`config.mk`:
```
export PLATFORM = sky130hd
export DESIGN_NAME = speaker_i2s_tx
export DESIGN_NICKNAME = d
export VERILOG_FILES = /design/src/rtl/speaker_i2s_tx_pkg.sv /design/src/rtl/speaker_i2s_tx_mlaw2lin.sv /design/src/rtl/speaker_i2s_tx.sv
export SDC_FILE = /design/constraint.sdc
export NUM_CORES = 1
export LEC_CHECK = 0
export ABC_AREA = 1
export CAP_MARGIN = 20
export CORE_MARGIN = 1.5
export CORE_UTILIZATION = 28
export DETAILED_ROUTE_END_ITERATION = 16
export PLACE_DENSITY = 0.5
export SLEW_MARGIN = 20
export SYNTH_ARGS = -nofsm -noshare
export SYNTH_HDL_FRONTEND = slang
export SYNTH_SLANG_ARGS = --single-unit
```
`constraint.sdc`:
```
create_clock -name clk -period 3.06 [get_ports clk]
set_input_delay 0.612 -clock clk [delete_from_list [all_inputs] [get_ports clk]]
set_output_delay 0.612 -clock clk [all_outputs]
set_load 0.05 [all_outputs]
```
`src/rtl/speaker_i2s_tx_pkg.sv`:
```
// Shared types and constants for the speaker I2S playback path.
// State encoding, I2S frame geometry and G.711 mu-law decode constants.
package speaker_i2s_tx_pkg;

  typedef enum logic {
    ST_IDLE = 1'b0,
    ST_RUN  = 1'b1
  } state_t;

  localparam int FRAME_BITS = 32;
  localparam int SLOT_BITS  = 16;
  localparam int BIT_W      = $clog2(FRAME_BITS);

  localparam logic [15:0] MULAW_BIAS = 16'h0084;
  localparam int          MULAW_MAX  = 32124;

endpackage

```
`src/rtl/speaker_i2s_tx_mlaw2lin.sv`:
```
// G.711 mu-law byte to 16-bit linear PCM; purely combinational, no backpressure.
// Inverse of the linear-to-mu-law encoder on the capture side.
module speaker_i2s_tx_mlaw2lin
  import speaker_i2s_tx_pkg::*;
(
  input  logic [7:0]           mlaw,
  output logic [SLOT_BITS-1:0] lin
);

  logic [7:0]  u;
  logic [2:0]  e;
  logic [3:0]  m;
  logic [15:0] biased;
  logic [15:0] mag_raw;
  logic [14:0] mag;

  assign u       = ~mlaw;
  assign e       = u[6:4];
  assign m       = u[3:0];
  assign biased  = ({9'd0, m, 3'd0} + MULAW_BIAS) << e;
  assign mag_raw = biased - MULAW_BIAS;
  // Every legal code already lands at or below the G.711 ceiling; the clamp only pins the width.
  assign mag     = (mag_raw > 16'(MULAW_MAX)) ? 15'(MULAW_MAX) : mag_raw[14:0];
  assign lin     = u[7] ? (16'd0 - {1'b0, mag}) : {1'b0, mag};

endmodule

```
`src/rtl/speaker_i2s_tx.sv`:
```
// Mu-law word stream to Philips I2S master (mono sample on both slots), self-generated BCLK/LRCK.
// Two-word buffer (cur + hold skid); ready drops while hold is full; one sample fetched per frame.
module speaker_i2s_tx
  import speaker_i2s_tx_pkg::*;
#(
  parameter int BCLK_DIV = 4
) (
  input  logic        clk,
  input  logic        rst_n,
  input  logic        play_start,
  input  logic        play_stop,
  input  logic [31:0] spk_data,
  input  logic        spk_data_valid,
  output logic        spk_data_ready,
  output logic        i2s_bclk,
  output logic        i2s_lrck,
  output logic        i2s_sdata,
  output logic        play_active,
  output logic        underrun
);

  localparam int                 DIV_W  = $clog2(BCLK_DIV);
  localparam logic [BIT_W-1:0]   LAST_B = BIT_W'(FRAME_BITS - 1);

  state_t               state_q, state_d;
  logic [DIV_W-1:0]     div_cnt;
  logic                 bclk_q, lrck_q, sdata_q, underrun_q;
  logic                 stop_pend, fetch_pend, prev_lsb;
  logic [BIT_W-1:0]     b_q, b_nxt;
  logic [31:0]          cur_q, hold_q;
  logic                 cur_vld, hold_vld;
  logic [1:0]           k_q;
  logic [SLOT_BITS-1:0] smp_q, dec_lin;
  logic [7:0]           dec_in;
  logic [3:0]           bit_sel;
  logic                 div_wrap, bclk_fall, wrap_stop, enter, accept;

  assign div_wrap       = (div_cnt == DIV_W'(BCLK_DIV - 1));
  assign bclk_fall      = div_wrap && bclk_q;
  assign b_nxt          = b_q + BIT_W'(1);
  assign wrap_stop      = bclk_fall && (b_q == LAST_B) && (stop_pend || play_stop);
  assign play_active    = (state_q == ST_RUN);
  assign spk_data_ready = play_active && !hold_vld;
  assign accept         = spk_data_valid && spk_data_ready;
  // Slot bit b carries sample bit (16-b) mod 16, MSB one BCLK after the LRCK edge.
  assign bit_sel        = 4'd0 - b_nxt[3:0];

  always_comb begin
    dec_in = hold_q[31:24];
    if (cur_vld) begin
      case (k_q)
        2'd0: dec_in = cur_q[31:24];
        2'd1: dec_in = cur_q[23:16];
        2'd2: dec_in = cur_q[15:8];
        2'd3: dec_in = cur_q[7:0];
      endcase
    end
  end

  speaker_i2s_tx_mlaw2lin u_mlaw2lin (
    .mlaw (dec_in),
    .lin  (dec_lin)
  );

  always_ff @(posedge clk or negedge rst_n) begin
    if (!rst_n) state_q <= ST_IDLE;
    else        state_q <= state_d;
  end

  always_comb begin
    state_d = state_q;
    case (state_q)
      ST_IDLE: if (play_start && !play_stop) state_d = ST_RUN;
      ST_RUN:  if (wrap_stop)                state_d = ST_IDLE;
      default:                               state_d = ST_IDLE;
    endcase
  end

  assign enter = (state_q == ST_IDLE) && (state_d == ST_RUN);

  always_ff @(posedge clk or negedge rst_n) begin
    if (!rst_n) begin
      div_cnt    <= '0;
      bclk_q     <= 1'b0;
      lrck_q     <= 1'b1;
      sdata_q    <= 1'b0;
      b_q        <= LAST_B;
      stop_pend  <= 1'b0;
      fetch_pend <= 1'b0;
      prev_lsb   <= 1'b0;
      underrun_q <= 1'b0;
      cur_q      <= '0;
      cur_vld    <= 1'b0;
      hold_q     <= '0;
      hold_vld   <= 1'b0;
      k_q        <= '0;
      smp_q      <= '0;
    end else if (state_q == ST_IDLE || wrap_stop) begin
      // Idle and the stop wrap both park everything; entry arms the first fetch at b=31.
      div_cnt    <= '0;
      bclk_q     <= 1'b0;
      lrck_q     <= 1'b1;
      sdata_q    <= 1'b0;
      b_q        <= LAST_B;
      stop_pend  <= 1'b0;
      fetch_pend <= enter;
      prev_lsb   <= 1'b0;
      underrun_q <= 1'b0;
      cur_q      <= '0;
      cur_vld    <= 1'b0;
      hold_q     <= '0;
      hold_vld   <= 1'b0;
      k_q        <= '0;
      smp_q      <= '0;
    end else begin
      underrun_q <= 1'b0;
      fetch_pend <= bclk_fall && (b_nxt == LAST_B);
      if (play_stop) stop_pend <= 1'b1;

      div_cnt <= div_wrap ? '0 : div_cnt + DIV_W'(1);
      if (div_wrap) bclk_q <= ~bclk_q;

      if (bclk_fall) begin
        b_q     <= b_nxt;
        lrck_q  <= b_nxt[BIT_W-1];
        sdata_q <= (b_nxt == '0) ? prev_lsb : smp_q[bit_sel];
      end

      // The right-slot LSB goes out after the fetch, so keep it aside.
      if (fetch_pend) begin
        prev_lsb <= smp_q[0];
        if (cur_vld) begin
          smp_q <= dec_lin;
          k_q   <= k_q + 2'd1;
          if (k_q == 2'd3) begin
            cur_q    <= hold_q;
            cur_vld  <= hold_vld;
            hold_vld <= 1'b0;
          end
        end else if (hold_vld) begin
          cur_q    <= hold_q;
          cur_vld  <= 1'b1;
          k_q      <= 2'd1;
          smp_q    <= dec_lin;
          hold_vld <= 1'b0;
        end else begin
          smp_q      <= '0;
          underrun_q <= 1'b1;
        end
      end

      if (accept) begin
        hold_q   <= spk_data;
        hold_vld <= 1'b1;
      end
    end
  end

  assign i2s_bclk  = bclk_q;
  assign i2s_lrck  = lrck_q;
  assign i2s_sdata = sdata_q;
  assign underrun  = underrun_q;

endmodule
```
# Word-level counts from Yosys, hierarchy flattened
# Index checks and enable logic that the tools add are counted.
dict set report word_totals {
  romBits 0
  latchBits 0
  regBits 99
  out_inout_bits 6
  mem_bits_rw 0
  mem_count 0
  word_cells 115
}
dict set report classes {
  n_addsub 7
  n_bitwise 3
  magnitude_cmp 2
  mul 0
  n_shift 1
  div 0
  n_eq_ne 8
  reduce_logical 24
  n_mux 54
}
# operator count
set ops {}
lappend ops {{2-to-1 mux 32 bit} 7}
lappend ops {{2-to-1 mux 16 bit} 5}
lappend ops {{one-hot mux 8 bit (4 select lines)} 1}
lappend ops {{2-to-1 mux 1 bit} 29}
lappend ops {{> comparator 16 x 15 -> 1 bit (second input constant)} 1}
lappend ops {{<< shifter 16 x 3 -> 16 bit} 1}
lappend ops {{subtractor 1 x 15 -> 16 bit (first input constant)} 1}
lappend ops {{subtractor 16 x 8 -> 16 bit (second input constant)} 1}
lappend ops {{2-to-1 mux 15 bit} 1}
lappend ops {{2-to-1 mux 2 bit} 6}
lappend ops {{== test 5 bit (second input constant)} 2}
lappend ops {{2-to-1 mux 5 bit} 2}
lappend ops {{nonzero test 2 bit} 5}
lappend ops {{adder 7 x 8 -> 9 bit (second input constant)} 1}
lappend ops {{logical AND 1 bit} 8}
lappend ops {{2-to-1 mux 8 bit} 1}
lappend ops {{inverter 8 bit} 1}
lappend ops {{== test 2 bit (second input constant)} 3}
lappend ops {{nonzero test 3 bit} 2}
lappend ops {{adder 5 x 1 -> 5 bit (second input constant)} 1}
lappend ops {{logical NOT 5 bit} 1}
lappend ops {{less-than comparator 4 x 5 -> 1 bit (second input constant)} 1}
lappend ops {{adder 2 x 1 -> 2 bit (second input constant)} 2}
lappend ops {{binary-select mux 1 bit (select 4 bit)} 1}
lappend ops {{other kinds (11)} 15}

# Logic depth before layout (Yosys ltp)
# Gate-level depths: netlist of run 1.
dict set report logic_depth {
  depth_word 15
  ltp_mapped 24
  depth_no_buf 23
}

# Modules after synthesis
# Synthesis of run 1 repeated with hierarchy kept, for this count alone.
dict set report unflattened {
  cells_unflattened 714
  hier_area_um2 5546.6
}
# mod area_each_um2 cells_per_inst n_inst
set by_module_without_submodules {}
lappend by_module_without_submodules {speaker_i2s_tx 4788.3 569 1}
lappend by_module_without_submodules {speaker_i2s_tx_mlaw2lin 758.2 145 1}

# Worst setup path before layout of run 1
# No wires, ideal clock.
dict set report synth_timing {
  kind {flip-flop to flip-flop}
  startpoint {register k_q[0]}
  endpoint {register smp_q[12]}
  required_time_ps 2942
  setup_time_ps 118
  setup_slack_ps 184
  arrival_ps 2758
  path_stages_with_launch 22
  path_cell_list {dfrtp_1 -> inv_1 -> ha_1 -> inv_2 -> buf_6 -> nand2_2 -> a22oi_4 -> nand2_1 -> nor2_1 -> inv_1 -> ha_1 -> clkbuf_1 -> ha_1 -> nand2_1 -> nor2_1 -> nand3_1 -> nor2_2 -> nand2_2 -> nand2_2 -> nand2_1 -> nand3_1 -> nand2_1}
}
dict set report synth_via {
  elab_chain_len 15
  elab_cells_between_ends 18
}
# item line_no
set synth_lines {}
lappend synth_lines {{start: declaration} speaker_i2s_tx.sv:32} ;# logic [1:0] k_q;
lappend synth_lines {{start signal: assignment} speaker_i2s_tx.sv:134} ;# k_q <= k_q + 2'd1;
lappend synth_lines {{== test 2 bit (tied with other cells)} speaker_i2s_tx.sv:51} ;# case (k_q)
lappend synth_lines {{one-hot mux 8 bit (4 select lines) (*)} speaker_i2s_tx.sv:51}
lappend synth_lines {{2-to-1 mux 8 bit (*)} speaker_i2s_tx.sv:50} ;# if (cur_vld) begin
lappend synth_lines {{inverter 8 bit (*)} speaker_i2s_tx_mlaw2lin.sv:17} ;# assign u = ~mlaw;
lappend synth_lines {{adder 7 x 8 -> 9 bit} speaker_i2s_tx_mlaw2lin.sv:20} ;# assign biased = ({9'd0, m, 3'd0} + MULAW_BIAS) << e;
lappend synth_lines {{<< shifter 16 x 3 -> 16 bit} speaker_i2s_tx_mlaw2lin.sv:20}
lappend synth_lines {{subtractor 16 x 8 -> 16 bit} speaker_i2s_tx_mlaw2lin.sv:21} ;# assign mag_raw = biased - MULAW_BIAS;
lappend synth_lines {{> comparator 16 x 15 -> 1 bit} speaker_i2s_tx_mlaw2lin.sv:23} ;# assign mag = (mag_raw > 16'(MULAW_MAX)) ? 15'(MULAW_MAX) : mag_raw[14:0];
lappend synth_lines {{2-to-1 mux 15 bit} speaker_i2s_tx_mlaw2lin.sv:23}
lappend synth_lines {{subtractor 1 x 15 -> 16 bit} speaker_i2s_tx_mlaw2lin.sv:24} ;# assign lin = u[7] ? (16'd0 - {1'b0, mag}) : {1'b0, mag};
lappend synth_lines {{2-to-1 mux 16 bit (*)} speaker_i2s_tx_mlaw2lin.sv:24}
lappend synth_lines {{2-to-1 mux 16 bit} speaker_i2s_tx.sv:140} ;# end else if (hold_vld) begin
lappend synth_lines {{2-to-1 mux 16 bit (*)} speaker_i2s_tx.sv:132} ;# if (cur_vld) begin
lappend synth_lines {{2-to-1 mux 16 bit (*)} speaker_i2s_tx.sv:130} ;# if (fetch_pend) begin
lappend synth_lines {{2-to-1 mux 16 bit (*)} speaker_i2s_tx.sv:98} ;# end else if (state_q == ST_IDLE || wrap_stop) begin
lappend synth_lines {{end signal: assignment} speaker_i2s_tx.sv:133} ;# smp_q <= dec_lin;
lappend synth_lines {{end signal: assignment} speaker_i2s_tx.sv:144} ;# smp_q <= dec_lin;
lappend synth_lines {{end: declaration} speaker_i2s_tx.sv:33} ;# logic [SLOT_BITS-1:0] smp_q, dec_lin;
# Mark *: on every way between the ends. The rest lies on a longest branch, timed or not. The select of a mux whose other input is x is not followed.
# A chain may end at the register's enable or synchronous reset.

# Worst setup path in the final report of run 1
dict set report layout_timing {
  startpoint {register k_q[1]}
  endpoint {register smp_q[14]}
}
# Same word-level chain as after synthesis.

==> results by group, run 1 <==
Status
  • Status: finished, violations left
  • Failing checks: design-rule violations

Global routing
  • Antenna violations before repair: 0
  • GR Util met1: 0.193
  • Grt met3 use: 0.0303
  • Total track usage: 0.141
  • Vias in the first global route: 4290
  • Largest net degree at the start of global routing: 58
  • First-pass GRT wire length: 21.9 mm
  • Most Crowded Layer GR: met2
  • GRT overflow: 0
  • Met2 usage: 0.218

Final layout
  • Final net count: 751
  • Most common cell after layout, fill and taps aside: nand2_1
  • Proportion of layout cells with a drive suffix above 1: 0.133
  • Layout area overhead: 21.6%
  • Most frequent cells in the layout: nand2_1, nand3_1, dfrtp_1
  • Final Instance Area: 6330 um^2
  • Fin cells: 938
  • Inserted Diodes: 0

Place
  • Placed Cells: 922
  • Place WS: 0.0436 ns
  • Port Buffers: 42
  • GPL Wtd Cong: 0.861
  • Dpl hpwl: 9.53 mm
  • Placed inst area: 5930 um^2

Pwr
  • VDD IR max: 345 uV
  • Leakage power: 0.00297 uW
  • PwrDens: 1230 nW/um^2

Floorplanning
  • I/O pins: 43
  • Rows: 49
  • Core Box Area: 18100 um^2
  • Die W: 139 um
  • Die area: 19400 um^2
  • Die Y: 139 um
  • Starting Density: 0.288

Setup path
  • Startpoint Class: flip-flop
  • Worst setup EP type: flip-flop
  • Data required, critical path: 3.31 ns
  • Worst path arrival time: 3.06 ns
  • Kind of critical path: flip-flop to flip-flop
  • Crit-path max FO: 9

Synthesis
  • Mux share of post-synthesis cell area: 0
  • Avg Inst Size Synth: 7.83 um^2
  • Synth Register Bits: 95
  • Adder-Cell Fraction of Synth Area: 0.0240
  • XOR/XNOR Fraction of Synth Area: 0.0151
  • Netlist cell types: 44
  • Synth Area in Simple Gates: 0.292
  • Mapped Cells: 665
  • Mapped Area: 5210 um^2
  • Number of synthesis warnings: 0
  • Sequential area share after synthesis: 0.458
  • Compound-Gate Fraction of Synth Area: 0.140
  • Largest family of logic cells by synthesized area: simple AND/OR/NAND/NOR gates
  • Syn_nets: 712

Timing
  • Final hold violations: 0
  • Final Skew: 0.00940 ns
  • Max-slew violation count: 0
  • Final Cycle Share: 0.921
  • TNS Setup: 0 ns
  • PnR worst setup slack: 0.242 ns
  • Endpoints failing setup: 0
  • Unrepaired setup endpoints after global routing: false
  • Max Fclk: 355 MHz
  • Fin Hold WS: 0.186 ns
  • Slew @ Worst Pin: 0.532 ns
  • Slew Limit Headroom: 0.644
  • Final min period: 2.82 ns

Routing
  • Pre-antenna DRT Iters: 10
  • # DRC: 1
  • Post-DR vias/cell: 4.78
  • Post-DRT Antenna Nets: 0
  • Vias: 4481
  • Iter 0 DRT Violations: 293
  • Drt total wl: 13.0 mm
  • WL/cell: 13.8 um

Clock tree
  • Num CTS Buffers: 9
  • Worst skew pair latency: 0.36 ns
  • CTS tree: yes
  • H-tree depth: 3
  • Clock Root Buffer: clkbuf_16
  • Worst-case clock buffer depth: 2
  • CTS Sinks: 95
  • # Post-CTS Setup Buffers: 0
  • Clk slew on worst S/H paths: 0.07 ns

Worst hold path
  • HP Class: primary input to async pin

Run
  • Maxcap violations: 0
==> layer usage <==
layer | vias up | share of wire
met2 | 77 | 0.45
met3 | 21 | 0.033
met5 | - | 0
met4 | 0 | 0.023
met1 | 2096 | 0.49
li1 | 2287 | -
==> flip-flops by register name, indices dropped and copies added, names as in the netlist, 2 cells and up <==
name / cells
hold_q: 32
div_cnt: 2
smp_q: 14
b_q: 4
k_q: 2
cur_q: 32
==> cell usage after synthesis <==
cell type | number | share of area
o21ai_2 | 4 | 0.0067
nand4_1 | 3 | 0.0036
nand2_4 | 1 | 0.0022
o221ai_1 | 2 | 0.0034
o41ai_1 | 1 | 0.0017
nor2_2 | 6 | 0.0072
nand3_1 | 99 | 0.095
o31ai_1 | 1 | 0.0014
clkbuf_1 | 23 | 0.017
buf_6 | 3 | 0.0065
inv_1 | 52 | 0.037
nand2_2 | 16 | 0.019
a21oi_1 | 12 | 0.012
xor2_1 | 9 | 0.015
o21bai_1 | 2 | 0.0029
o21ai_4 | 1 | 0.0031
a22o_1 | 1 | 0.0017
o22ai_1 | 7 | 0.0084
nand2_8 | 1 | 0.0038
dlygate4sd1_1 | 1 | 0.0017
o2111ai_1 | 1 | 0.0017
buf_2 | 4 | 0.0038
o21ai_1 | 8 | 0.0077
a22oi_4 | 1 | 0.0041
or2_1 | 2 | 0.0024
nor4_1 | 1 | 0.0012
buf_4 | 1 | 0.0014
nand2_1 | 153 | 0.11
dfstp_2 | 5 | 0.025
dfrtp_1 | 90 | 0.43
nor3_1 | 2 | 0.0019
a22oi_1 | 1 | 0.0014
inv_4 | 1 | 0.0012
a21oi_2 | 3 | 0.0050
or2_0 | 1 | 0.0012
o311ai_0 | 1 | 0.0017
o211ai_1 | 1 | 0.0014
ha_1 | 10 | 0.024
nor2_1 | 46 | 0.033
inv_2 | 3 | 0.0022
nand3b_1 | 2 | 0.0029
o21ai_0 | 79 | 0.076
nor2_4 | 1 | 0.0022
nand3_2 | 3 | 0.0058
==> final timing paths <==
path                                          to  cells after the start  slack (ns)                  from
hold reg to reg             div_cnt[0]$_DFF_PN0_                      1        0.44  div_cnt[0]$_DFF_PN0_
hold / removal             i2s_sdata$_DFFE_PN0P_                      1        0.19                 rst_n
max in group asynchronous     k_q[1]$_DFFE_PN0P_                      2        2.17                 rst_n
setup / recovery           smp_q[14]$_DFFE_PN0P_                     20        0.24    k_q[1]$_DFFE_PN0P_
setup reg to reg           smp_q[14]$_DFFE_PN0P_                     20        0.24    k_q[1]$_DFFE_PN0P_
min in group clk            div_cnt[0]$_DFF_PN0_                      1        0.44  div_cnt[0]$_DFF_PN0_
==> metrics by stage <==
step | util | power, uW
4_1_cts | 0.346 | 7790
6_report | 0.350 | 7800
5_1_grt | 0.350 | 8530
2_1_floorplan | - | 5350
3_3_place_gp | 0.328 | 6430
3_5_place_dp | 0.328 | 6510
==> layout make-up <==
cell class                 instances  area (um^2)
sequential                        95         2390
multi-input combinational        482         2520
timing repair buffer              60          591
clock inverter                     7          101
inverter                          56          218
clock buffer                       9          225
tap                              229          287
fill                            1921        11800
==> kinds of logic (layout without fill, tap and decap cells) <==
family          Yosys count  in the layout
compound gates          126            126
xor+xnor                  9              9
buf+inv                  88            132
flops                    95             95
simple gates            337            337
fa+ha+maj                10             10
==> where the power goes <==
part	total (uW)	internal [uW]	switching, uW
Clock	1250	727	527
Sequential	2160	1820	340
Combinational	4380	1520	2860
==> critical path: stages (launching register included) <==
cell	delay (ns)
dfrtp_2	0.45
inv_2	0.12
ha_4	0.19
nand2_1	0.07
nand3_1	0.12
nand2_2	0.08
nand2_1	0.11
o21ai_4	0.12
nor2_1	0.12
nand2_1	0.07
ha_2	0.34
ha_1	0.17
nand2_1	0.07
nor2_2	0.10
nand3_1	0.11
nor2_2	0.16
nand2_2	0.09
nand2_2	0.07
nand2_1	0.05
nand3_1	0.06
nand2_1	0.05
==> what timing repair did <==
item                                    in CTS  in global routing
hold endpoints to repair                     0                  0
endpoints found under the setup margin       0                  9
hold buffers                                 0                  0
resized for setup                            0                 19
(Power assumes the default switching activity.)
==> inputs of run 2 (changes only) <==
Settings changed: CORE_UTILIZATION 28 to 53, PLACE_DENSITY 0.5 to 0.81.
==> run 2 against run 1 <==
  * The run now ends clean
  * Clock power is 31% lower
  * Maximum frequency is 0.17% lower
  * Core utilization is 29 points higher
  * Critical path type unchanged
==> results by group, run 2 (synthesis gave the netlist of run 1 again) <==
Place
  • Place WS: 0.0557 ns (+0.0121 ns)
  • Port Buffers: 42 (unchanged)
  • GPL Wtd Cong: 0.880 (+2.1%)
  • Dpl hpwl: 8.55 mm (-10%)

Floorplanning
  • Rows: 35 (-29%)
  • Die area: 10400 um^2 (-46%)
  • Die W: 102 um (-27%)
  • Die Y: 102 um (-27%)
  • I/O pins: 43 (unchanged)
  • Starting Density: 0.556 (+0.268)
  • Core Box Area: 9370 um^2 (-48%)

Timing
  • Final Cycle Share: 0.922 (+0.00159)
  • Slew Limit Headroom: 0.590 (-0.0537)
  • Final hold violations: 0 (unchanged)
  • Final Skew: 0.0179 ns (+0.00854 ns)
  • Slew @ Worst Pin: 0.613 ns (+0.0807 ns)
  • Max Fclk: 354 MHz (-0.17%)
  • Final min period: 2.82 ns (+0.00486 ns)
  • Max-slew violation count: 0 (unchanged)
  • TNS Setup: 0 ns (unchanged)
  • Endpoints failing setup: 0 (unchanged)
  • PnR worst setup slack: 0.237 ns (-0.00486 ns)

Routing
  • Post-DR vias/cell: 5.49 (+15%)
  • Met3 WL: 482 um (+12%)
  • WL/cell: 14.3 um (+3.6%)
  • # DRC: 0 (-1)
  • Met1 WL: 5.27 mm (-17%)
  • Iter 0 DRT Violations: 236 (-19%)
  • Routed wl met2: 5.96 mm (+1.6%)
  • Post-DRT Antenna Nets: 0 (unchanged)
  • Vias: 4587 (+2.4%)
  • Pre-antenna DRT Iters: 5 (-5)
  • Drt total wl: 12.0 mm (-7.8%)
  • Top sig layer: met4

Final layout
  • Inserted Diodes: 0 (unchanged)
  • Proportion of layout cells with a drive suffix above 1: 0.123 (-0.00935)
  • Final net count: 748 (-0.40%)
  • Most frequent cells in the layout: nand2_1, nand3_1, dfrtp_1
  • Multi-input gate area: 2510 um^2 (-0.59%)
  • Layout area overhead: 15.7%
  • Most common cell after layout, fill and taps aside: nand2_1
  • Seq. cell area: 2380 um^2 (about the same)
  • Fillers: 849 (-56%)
  • Registers with the most flip-flops: cur_q (32), hold_q (32), smp_q (14)
  • Post-layout util: 0.643 (+0.293)

Pwr
  • PwrDens: 1220 nW/um^2 (-1.2%)
  • Leakage power: 0.00289 uW (-2.6%)
  • Power consumption: 7320 uW (-6.0%)
  • VDD IR max: 473 uV (+37%)

Clock tree
  • H-tree depth: 3 (unchanged)
  • CTS Sinks: 95 (unchanged)
  • CTS tree: yes
  • Num CTS Buffers: 9 (unchanged)
  • Hold_buf cts: 0 (unchanged)
  • Worst skew pair latency: 0.36 ns (about the same)
  • Clk slew on worst S/H paths: 0.10 ns (+0.03 ns)
  • Clock Root Buffer: clkbuf_8
  • Worst-case clock buffer depth: 2 (unchanged)

Setup path
  • Startpoint Class: flip-flop
  • Worst Setup SP: k_q[0]$_DFFE_PN0P_
  • Kind of critical path: flip-flop to flip-flop
  • Worst path arrival time: 3.07 ns (about the same)
  • Crit-path max FO: 9 (unchanged)
  • Worst setup EP type: flip-flop
  • Data required, critical path: 3.31 ns (about the same)
  • Critical R2R Launch: k_q[0]$_DFFE_PN0P_

Global routing
  • First-pass GRT wire length: 20.5 mm (-6.5%)
  • Total track usage: 0.249 (+0.107)
  • Antenna violations before repair: 0 (unchanged)
  • Vias in the first global route: 4488 (+4.6%)
  • Largest net degree at the start of global routing: 96 (+66%)
  • GRT overflow: 0 (unchanged)

Run
  • Maxcap violations: 0 (unchanged)

Status
  • Status: completed

Worst hold path
  • HP Class: primary input to async pin
run 2: cell count changes in the layout (fill, tap and decap cells not counted), sizes merged:
cell and change:
clkbuf +2, inv -2, buf -3, bufinv -1, clkinv +1
run 2: report_power, final:
group / leakage (uW) / switching (uW) / internal [uW]
combinational: 0.00159 / 2860 / 1460
sequential: 0.00120 / 320 / 1820
clock: 0.000102 / 452 / 409
total: 0.00289 / 3630 / 3690
run 2: through the flow:
step | instance area, um^2 | hold WS (ns) | cells
after floorplan | 5210 | 0.316 | 665
after global placement | 5750 | 0.430 | 818
after detailed placement | 5750 | 0.435 | 818
after CTS | 5960 | 0.299 | 834
after global routing | 6020 | 0.308 | 835
final | 6020 | 0.273 | 835
run 2: worst paths after layout:
path | cells after the start | end | slack, ns
max | 20 | smp_q[14]$_DFFE_PN0P_ | 0.24
min | 2 | play_active$_DFF_PN0_ | 0.27
max reg2reg | 20 | smp_q[14]$_DFFE_PN0P_ | 0.24
min reg2reg | 1 | div_cnt[0]$_DFF_PN0_ | 0.45
max in group asynchronous | 2 | k_q[0]$_DFFE_PN0P_ | 2.38
min in group clk | 1 | div_cnt[0]$_DFF_PN0_ | 0.45
run 2: area by class of cell:
class | count | area share
multi-input combinational | 482 | 0.417
sequential | 95 | 0.396
timing repair buffer | 57 | 0.0901
inverter | 56 | 0.0361
tap | 129 | 0.0268
clock buffer | 11 | 0.0235
clock inverter | 5 | 0.0110
run 2: critical path: stages, from the launching register on:
cell	delay, ns
dfrtp_2	0.46
inv_4	0.10
ha_4	0.18
nand2_1	0.06
nand3_1	0.11
nand2_2	0.08
nand2_1	0.11
o21ai_4	0.12
nor2_1	0.12
nand2_1	0.06
ha_1	0.32
ha_1	0.18
nand2_1	0.06
nor2_1	0.13
nand3_1	0.12
nor2_2	0.16
nand2_2	0.09
nand2_2	0.07
nand2_1	0.06
nand3_1	0.07
nand2_1	0.05
run 2: repair_timing:
action,4_1_cts,5_1_grt
buffers inserted,0,1
resized for setup,0,15
setup endpoints to repair,0,8
run 2: metal layers:
| layer | up-vias | GRT usage |
|---|---|---|
| met1 | 2164 | 0.322 |
| met3 | 24 | 0.0397 |
| li1 | 2266 | - |
| met2 | 133 | 0.423 |
| met4 | 0 | 0.0906 |
| met5 | - | 0 |
